<file path="config.mk">
export PLATFORM = sky130hd
export DESIGN_NAME = uart_controller
export DESIGN_NICKNAME = d
export VERILOG_FILES = /design/src/rtl/uart_pkg.sv /design/src/rtl/uart_baud_gen.sv /design/src/rtl/uart_controller.sv
export SDC_FILE = /design/constraint.sdc
export NUM_CORES = 1
export LEC_CHECK = 0
export BUFFER_PORTS_ARGS = -buffer_cell sky130_fd_sc_hd__buf_2
export CORE_MARGIN = 10
export CORE_UTILIZATION = 45
export CTS_CLUSTER_DIAMETER = 60
export DETAILED_ROUTE_END_ITERATION = 8
export GPL_ROUTABILITY_DRIVEN = 0
export SLEW_MARGIN = 20
export SYNTH_ARGS = -nofsm -noshare
export SYNTH_HDL_FRONTEND = slang
export SYNTH_SLANG_ARGS = --single-unit
</file>
<file path="constraint.sdc">
create_clock -name clk -period 2.27 [get_ports clk]
set_input_delay 0.227 -clock clk [delete_from_list [all_inputs] [get_ports clk]]
set_output_delay 0.227 -clock clk [all_outputs]
set_load 0.01 [all_outputs]
</file>
<file path="src/rtl/uart_pkg.sv">
// uart_pkg: shared UART constants, FSM state types and UART_CON status bit positions.
// Defining UART_PARITY_EN adds the PARITY state and even-parity helper for 8E1 frames.
package uart_pkg;

    localparam int OVERSAMPLE = 16;
    localparam int CNT_W      = $clog2(OVERSAMPLE);

    localparam logic [CNT_W-1:0] CNT_LAST = CNT_W'(OVERSAMPLE - 1);
    localparam logic [CNT_W-1:0] CNT_MID  = CNT_W'(OVERSAMPLE / 2 - 1);

    localparam int ST_TX_BUSY  = 0;
    localparam int ST_TX_DONE  = 1;
    localparam int ST_RX_READY = 2;
    localparam int ST_RX_OVR   = 3;

    typedef enum logic [2:0] {
        TX_IDLE   = 3'd0,
        TX_START  = 3'd1,
        TX_DATA   = 3'd2,
`ifdef UART_PARITY_EN
        TX_PARITY = 3'd3,
`endif
        TX_STOP   = 3'd4
    } tx_state_t;

    typedef enum logic [2:0] {
        RX_IDLE   = 3'd0,
        RX_START  = 3'd1,
        RX_DATA   = 3'd2,
`ifdef UART_PARITY_EN
        RX_PARITY = 3'd3,
`endif
        RX_STOP   = 3'd4
    } rx_state_t;

`ifdef UART_PARITY_EN
    function automatic logic even_parity(input logic [7:0] d);
        return ^d;
    endfunction
`endif

endpackage

</file>
<file path="src/rtl/uart_baud_gen.sv">
// uart_baud_gen: emits a one-clock tick every DIV clocks; this is the oversampling
// tick shared by the TX and RX engines.
module uart_baud_gen #(
    parameter int DIV = 1
) (
    input  logic clk,
    input  logic reset,
    output logic tick
);

    localparam int W = (DIV > 1) ? $clog2(DIV) : 1;
    localparam logic [W-1:0] LAST = W'(DIV - 1);

    logic [W-1:0] cnt;

    generate
        if (DIV < 1) begin : g_bad_div
            $error("uart_baud_gen: DIV must be at least 1");
        end
    endgenerate

    always_ff @(posedge clk) begin
        if (reset) begin
            cnt <= '0;
        end else if (cnt == LAST) begin
            cnt <= '0;
        end else begin
            cnt <= cnt + 1'b1;
        end
    end

    assign tick = (cnt == LAST);

endmodule

</file>
<file path="src/rtl/uart_controller.sv">
// uart_controller: 8N1 UART engine behind UART_TXD / UART_RXD / UART_CON (8E1 when
// UART_PARITY_EN is defined). TX and RX are independent FSMs on one shared baud tick.
module uart_controller
    import uart_pkg::*;
#(
    parameter int CLK_FREQ = 100_000_000,
    parameter int BAUD     = 9600
) (
    input  logic       clk,
    input  logic       reset,
    input  logic [7:0] tx_data,
    input  logic       tx_start,
    input  logic       rx_ack,
    input  logic       uart_rx,
    output logic       uart_tx,
    output logic [7:0] rx_data,
    output logic [3:0] status
);

    localparam int DIV = CLK_FREQ / (BAUD * OVERSAMPLE);

    logic tick;

    uart_baud_gen #(.DIV(DIV)) u_baud (
        .clk   (clk),
        .reset (reset),
        .tick  (tick)
    );

    // Handshakes: tx_start is taken only in a cycle where tx_busy is low (otherwise
    // dropped); rx_ready holds until an rx_ack pulse, and a byte completing in the
    // same cycle as rx_ack wins.

    tx_state_t        tx_state, tx_state_nxt;
    logic [CNT_W-1:0] tx_cnt, tx_cnt_nxt;
    logic [2:0]       tx_bit, tx_bit_nxt;
    logic [7:0]       tx_shift, tx_shift_nxt;
    logic             tx_done, tx_done_nxt;
    logic             tx_line, tx_line_nxt;
    logic             tx_busy;
`ifdef UART_PARITY_EN
    logic             tx_par, tx_par_nxt;
`endif

    always_ff @(posedge clk) begin
        if (reset) begin
            tx_state <= TX_IDLE;
            tx_cnt   <= '0;
            tx_bit   <= '0;
            tx_shift <= '0;
            tx_done  <= 1'b0;
            tx_line  <= 1'b1;
        end else begin
            tx_state <= tx_state_nxt;
            tx_cnt   <= tx_cnt_nxt;
            tx_bit   <= tx_bit_nxt;
            tx_shift <= tx_shift_nxt;
            tx_done  <= tx_done_nxt;
            tx_line  <= tx_line_nxt;
        end
    end

`ifdef UART_PARITY_EN
    always_ff @(posedge clk) begin
        if (reset) begin
            tx_par <= 1'b0;
        end else begin
            tx_par <= tx_par_nxt;
        end
    end
`endif

    always_comb begin
        tx_state_nxt = tx_state;
        tx_cnt_nxt   = tx_cnt;
        tx_bit_nxt   = tx_bit;
        tx_shift_nxt = tx_shift;
        tx_done_nxt  = tx_done;
        tx_line_nxt  = 1'b1;
`ifdef UART_PARITY_EN
        tx_par_nxt   = tx_par;
`endif
        case (tx_state)
            TX_IDLE: begin
                if (tx_start) begin
                    tx_state_nxt = TX_START;
                    tx_cnt_nxt   = '0;
                    tx_shift_nxt = tx_data;
                    tx_done_nxt  = 1'b0;
`ifdef UART_PARITY_EN
                    tx_par_nxt   = even_parity(tx_data);
`endif
                end
            end
            TX_START: begin
                if (tick) begin
                    if (tx_cnt == CNT_LAST) begin
                        tx_state_nxt = TX_DATA;
                        tx_cnt_nxt   = '0;
                        tx_bit_nxt   = '0;
                    end else begin
                        tx_cnt_nxt = tx_cnt + 1'b1;
                    end
                end
            end
            TX_DATA: begin
                if (tick) begin
                    if (tx_cnt == CNT_LAST) begin
                        tx_cnt_nxt   = '0;
                        tx_shift_nxt = {1'b0, tx_shift[7:1]};
                        tx_bit_nxt   = tx_bit + 1'b1;
                        if (tx_bit == 3'd7) begin
`ifdef UART_PARITY_EN
                            tx_state_nxt = TX_PARITY;
`else
                            tx_state_nxt = TX_STOP;
`endif
                        end
                    end else begin
                        tx_cnt_nxt = tx_cnt + 1'b1;
                    end
                end
            end
`ifdef UART_PARITY_EN
            TX_PARITY: begin
                if (tick) begin
                    if (tx_cnt == CNT_LAST) begin
                        tx_state_nxt = TX_STOP;
                        tx_cnt_nxt   = '0;
                    end else begin
                        tx_cnt_nxt = tx_cnt + 1'b1;
                    end
                end
            end
`endif
            TX_STOP: begin
                if (tick) begin
                    if (tx_cnt == CNT_LAST) begin
                        tx_state_nxt = TX_IDLE;
                        tx_cnt_nxt   = '0;
                        tx_done_nxt  = 1'b1;
                    end else begin
                        tx_cnt_nxt = tx_cnt + 1'b1;
                    end
                end
            end
            default: tx_state_nxt = TX_IDLE;
        endcase

        // Line level follows the next state so uart_tx leaves a flop, glitch-free.
        case (tx_state_nxt)
            TX_START:  tx_line_nxt = 1'b0;
            TX_DATA:   tx_line_nxt = tx_shift_nxt[0];
`ifdef UART_PARITY_EN
            TX_PARITY: tx_line_nxt = tx_par_nxt;
`endif
            default:   tx_line_nxt = 1'b1;
        endcase
    end

    assign tx_busy = (tx_state != TX_IDLE);
    assign uart_tx = tx_line;

    logic             rx_s1, rx_in, rx_prev;
    rx_state_t        rx_state, rx_state_nxt;
    logic [CNT_W-1:0] rx_cnt, rx_cnt_nxt;
    logic [2:0]       rx_bit, rx_bit_nxt;
    logic [7:0]       rx_shift, rx_shift_nxt;
    logic             rx_good;
    logic [7:0]       rx_byte, rx_byte_nxt;
    logic             rx_ready, rx_ready_nxt;
    logic             rx_ovr, rx_ovr_nxt;
`ifdef UART_PARITY_EN
    logic             rx_perr, rx_perr_nxt;
`endif

    // Synchroniser flops reset to the idle-high line level.
    always_ff @(posedge clk) begin
        if (reset) begin
            rx_s1    <= 1'b1;
            rx_in    <= 1'b1;
            rx_prev  <= 1'b1;
            rx_state <= RX_IDLE;
            rx_cnt   <= '0;
            rx_bit   <= '0;
            rx_shift <= '0;
            rx_byte  <= '0;
            rx_ready <= 1'b0;
            rx_ovr   <= 1'b0;
        end else begin
            rx_s1    <= uart_rx;
            rx_in    <= rx_s1;
            rx_prev  <= rx_in;
            rx_state <= rx_state_nxt;
            rx_cnt   <= rx_cnt_nxt;
            rx_bit   <= rx_bit_nxt;
            rx_shift <= rx_shift_nxt;
            rx_byte  <= rx_byte_nxt;
            rx_ready <= rx_ready_nxt;
            rx_ovr   <= rx_ovr_nxt;
        end
    end

`ifdef UART_PARITY_EN
    always_ff @(posedge clk) begin
        if (reset) begin
            rx_perr <= 1'b0;
        end else begin
            rx_perr <= rx_perr_nxt;
        end
    end
`endif

    always_comb begin
        rx_state_nxt = rx_state;
        rx_cnt_nxt   = rx_cnt;
        rx_bit_nxt   = rx_bit;
        rx_shift_nxt = rx_shift;
        rx_good      = 1'b0;
`ifdef UART_PARITY_EN
        rx_perr_nxt  = rx_perr;
`endif
        case (rx_state)
            RX_IDLE: begin
                if (rx_prev && !rx_in) begin
                    rx_state_nxt = RX_START;
                    rx_cnt_nxt   = '0;
                end
            end
            RX_START: begin
                // Mid-start re-check; a high line here was only a glitch.
                if (tick) begin
                    if (rx_cnt == CNT_MID) begin
                        rx_state_nxt = rx_in ? RX_IDLE : RX_DATA;
                        rx_cnt_nxt   = '0;
                        rx_bit_nxt   = '0;
                    end else begin
                        rx_cnt_nxt = rx_cnt + 1'b1;
                    end
                end
            end
            RX_DATA: begin
                if (tick) begin
                    if (rx_cnt == CNT_LAST) begin
                        rx_cnt_nxt   = '0;
                        rx_shift_nxt = {rx_in, rx_shift[7:1]};
                        rx_bit_nxt   = rx_bit + 1'b1;
                        if (rx_bit == 3'd7) begin
`ifdef UART_PARITY_EN
                            rx_state_nxt = RX_PARITY;
`else
                            rx_state_nxt = RX_STOP;
`endif
                        end
                    end else begin
                        rx_cnt_nxt = rx_cnt + 1'b1;
                    end
                end
            end
`ifdef UART_PARITY_EN
            RX_PARITY: begin
                if (tick) begin
                    if (rx_cnt == CNT_LAST) begin
                        rx_state_nxt = RX_STOP;
                        rx_cnt_nxt   = '0;
                        rx_perr_nxt  = rx_in ^ even_parity(rx_shift);
                    end else begin
                        rx_cnt_nxt = rx_cnt + 1'b1;
                    end
                end
            end
`endif
            RX_STOP: begin
                if (tick) begin
                    if (rx_cnt == CNT_LAST) begin
                        rx_state_nxt = RX_IDLE;
                        rx_cnt_nxt   = '0;
`ifdef UART_PARITY_EN
                        rx_good      = rx_in & ~rx_perr;
`else
                        rx_good      = rx_in;
`endif
                    end else begin
                        rx_cnt_nxt = rx_cnt + 1'b1;
                    end
                end
            end
            default: rx_state_nxt = RX_IDLE;
        endcase
    end

    always_comb begin
        rx_byte_nxt  = rx_byte;
        rx_ready_nxt = rx_ready & ~rx_ack;
        rx_ovr_nxt   = rx_ovr & ~rx_ack;
        if (rx_good) begin
            rx_byte_nxt  = rx_shift;
            rx_ready_nxt = 1'b1;
            if (rx_ready && !rx_ack) begin
                rx_ovr_nxt = 1'b1;
            end
        end
    end

    assign rx_data             = rx_byte;
    assign status[ST_TX_BUSY]  = tx_busy;
    assign status[ST_TX_DONE]  = tx_done;
    assign status[ST_RX_READY] = rx_ready;
    assign status[ST_RX_OVR]   = rx_ovr;

endmodule

</file>
==> results.txt <==
Hold Fails Final Rpt: 0
Post-Synth Adder-Cell Area: 0.0350
# Post-CTS Setup Buffers: 0
Clock Tree Buf Depth: 2
Total negative setup slack: 0 ns
IO Count: 26
Compound-cell area share of the yosys netlist: 0.154
Routed vias/inst: 5.42
Synth Area in XOR/XNOR: 0.0398
Post-Place Cells: 400
Status: completed
Port bufs: 25
Slew margin rel.: 0.566
Crit share post-route: 0.907
Detailed placer's ending HPWL: 4090 um
Syn_nets: 334
Post-CTS Resized: 0
Final setup viols: 0
Starting DRT DRC Count: 95
Synth area leader: dfxtp_1
Final cell count without fillers: 416
Mux cell area share after synthesis: 0.0630
Synthesized instance count: 313
Detail Route Antenna Nets: 0
CP Data Arrival Time: 2.27 ns
Sw Share: 0.220
Die area: 9950 sq um
Vias in the first global route: 2112
Max-slew violations: 0
First-pass GRT wire length: 9960 um
Synth Area in Simple Gates: 0.233
Max Clock Skew: 0.00849 ns
Multi-input gate area: 1500 sq um
Worst Path Buf+Inv: 2
CTS Sinks: 61
Switch Pwr: 0.529 mW
Cell variety after synth: 54
Largest net degree at the start of global routing: 31
Power share of the clock group: 0.492
Synth-to-Final Area Change: 14.6%
Crit path largest cell delay: 0.56 ns
CORE AREA: 6060 sq um
Seq/Total Area, Yosys: 0.427
Element type at the critical path end: register
Hold WS: 0.0735 ns
CP Max Fanout: 11
Clock slew seen by the registers of the worst setup and hold paths: 0.08 ns
Post-Syn Area: 2860 sq um
Setup slack after layout: 0.211 ns
Main combinational cell family by area after synthesis: simple AND/OR/NAND/NOR gates
Die width: 99.7 um
Congestion Overflow GR: 0
CP max-delay cell: or3_1
Skew-Pair Late Insertion Delay: 0.34 ns
Logic pwr share: 0.045
Crit Path Class: register to register
Int Power: 1.87 mW
H-tree level count: 3
Peak VDD IR: 0.000393 V
Num CTS Buffers: 9
Max Cap Viol: 0
Area share of the largest cell type after synthesis: 0.427
Setup crit start kind: register
Worst-margin pin slew: 0.645 ns
Worst hold path class: input port to register
Die span in y: 99.7 um
Pre-CTS setup slack: 0.186 ns
DRC viols: 0
PwrDens: 731 nW/um^2
Number of synthesis warnings: 0
Yosys reg bits: 61
CP required: 2.49 ns
Leak: 1.39 nW
# rows: 28
Register area: 1220 sq um
Fmax: 486 MHz
Initial Utilization: 0.472
# diodes: 0
EDFF count, synth: 0
Ys flop type: dfxtp_1
FILL cells: 565
Drt pass-1 iters: 4
Mean Syn Cell Area: 9.14 sq um
Gr usage total: 0.120
Asr flop ratio synth: 0
Vias: 2255
CTS tree: built
WL/cell: 13.9 um
Initial antenna violation count: 0
Unrepaired setup endpoints after global routing: no
Min cycle time layout: 2.06 ns
Sequential Power Share: 0.462
Post-Route WL: 5790 um
Top post-synthesis cells by area: dfxtp_1, mux2i_1, nor2_1, ha_1, a22oi_1
CTS hold repair buffers: 0
Final net count: 357
Ratio of cells with drive above 1 in the final layout: 0.182
CTS root buffer: clkbuf_8
Crit-path cells: inv_1, ha_1, nand3b_4, or3_1, nor3b_4, buf_12, mux2i_1, nor2_1
Cell family with most CP delay: simple AND/OR/NAND/NOR gates
worst register-to-register path, cell delays in order, from the launching register on:
cell and delay, ns:
dfxtp_1 0.34, inv_1 0.06, ha_1 0.19, nand3b_4 0.11, or3_1 0.56, nor3b_4 0.27, buf_12 0.17, mux2i_1 0.19
nor2_1 0.06
Yosys cell counts, drive strengths merged, types with 3 or more instances:
cell and number:
ha 8, nand3 13, a22oi 11, a21oi 13
nand2 19, o211ai 3, mux2i 18, o2bb2ai 6
or3 4, and2 3, nor3 12, and3 7
or2 3, inv 5, nor2 46, xnor2 6
dfxtp 61, xor2 7, buf 10, o21ai 15
clkbuf 11, a31oi 4
metal layers:
| metal | vias up | wire [um] | part of all wire | global-route usage |
|---|---|---|---|---|
| met2 | 47 | 2480 | 0.43 | 0.167 |
| met4 | 0 | 89 | 0.015 | 0.0628 |
| met1 | 1032 | 2900 | 0.50 | 0.161 |
| met5 | - | 0 | 0 | 0 |
| met3 | 12 | 326 | 0.056 | 0.0360 |
| li1 | 1164 | - | - | - |
through the flow:
stage               instance area, sq um  utilization  power [mW]
CTS                                 3280        0.541        2.43
finish                              3280        0.541        2.40
detailed placement                  3030        0.500        1.24
global route                        3280        0.541        2.48
floorplan                           2860            -        1.21
global placement                    3030        0.500        1.24
cell usage in the layout (no fill, tap or decap), types with 3 or more instances in the layout:
cell,instances
dfxtp_1,61
nor2_1,45
buf_2,25
nand2_1,19
mux2i_1,18
o21ai_0,14
nand3_1,13
a21oi_1,13
a22oi_1,11
nor3_1,10
clkbuf_8,9
ha_1,8
and3_1,7
xor2_1,7
buf_4,7
xnor2_1,6
o2bb2ai_1,6
inv_1,5
or3_1,4
a31oi_1,4
and2_1,3
o211ai_1,3
bufinv_16,3
path summary, 6_finish.rpt:
path	startpoint	to	slack (ns)	cells after the start
hold / removal	uart_rx	rx_s1	0.07	2
setup reg to reg	u_baud.cnt[0]	rx_shift[1]	0.21	8
hold reg to reg	rx_s1	rx_in	0.42	1
setup / recovery	u_baud.cnt[0]	rx_shift[1]	0.21	8
power by group through the flow:
stage	Sequential (mW)	Combinational, mW	Clock (mW)
floorplan	1.13	0.0804	0
global placement	1.13	0.109	0
detailed placement	1.13	0.109	0
CTS	1.11	0.110	1.21
global route	1.11	0.122	1.25
finish	1.11	0.108	1.18
logic make-up (layout without fill, tap and decap cells):
logic type | Yosys count | after routing
flip-flops | 61 | 61
AND/OR/NAND/NOR | 122 | 122
AO/OA/AOI/OAI | 65 | 65
buffers and inverters | 26 | 54
multiplexers | 18 | 18
XOR/XNOR | 13 | 13
adder cells (fa/ha/maj) | 8 | 8
registers in the layout, summed over array words and instances, names as in the netlist, 3 cells and up:
register / cells
rx_cnt: 4
tx_shift: 8
u_baud.cnt: 10
tx_state: 3
rx_state: 3
tx_cnt: 4
rx_data: 8
tx_bit: 3
rx_bit: 3
rx_shift: 8
layout make-up:
class | instances | share of cell area
Timing Repair Buffer | 33 | 0.0603
Clock buffer | 9 | 0.0378
Tap cell | 75 | 0.0286
Inverter | 5 | 0.00572
Sequential cell | 61 | 0.372
Multi-Input combinational cell | 226 | 0.458
Clock inverter | 7 | 0.0374
Note: power is estimated with default switching activity, not from simulation.
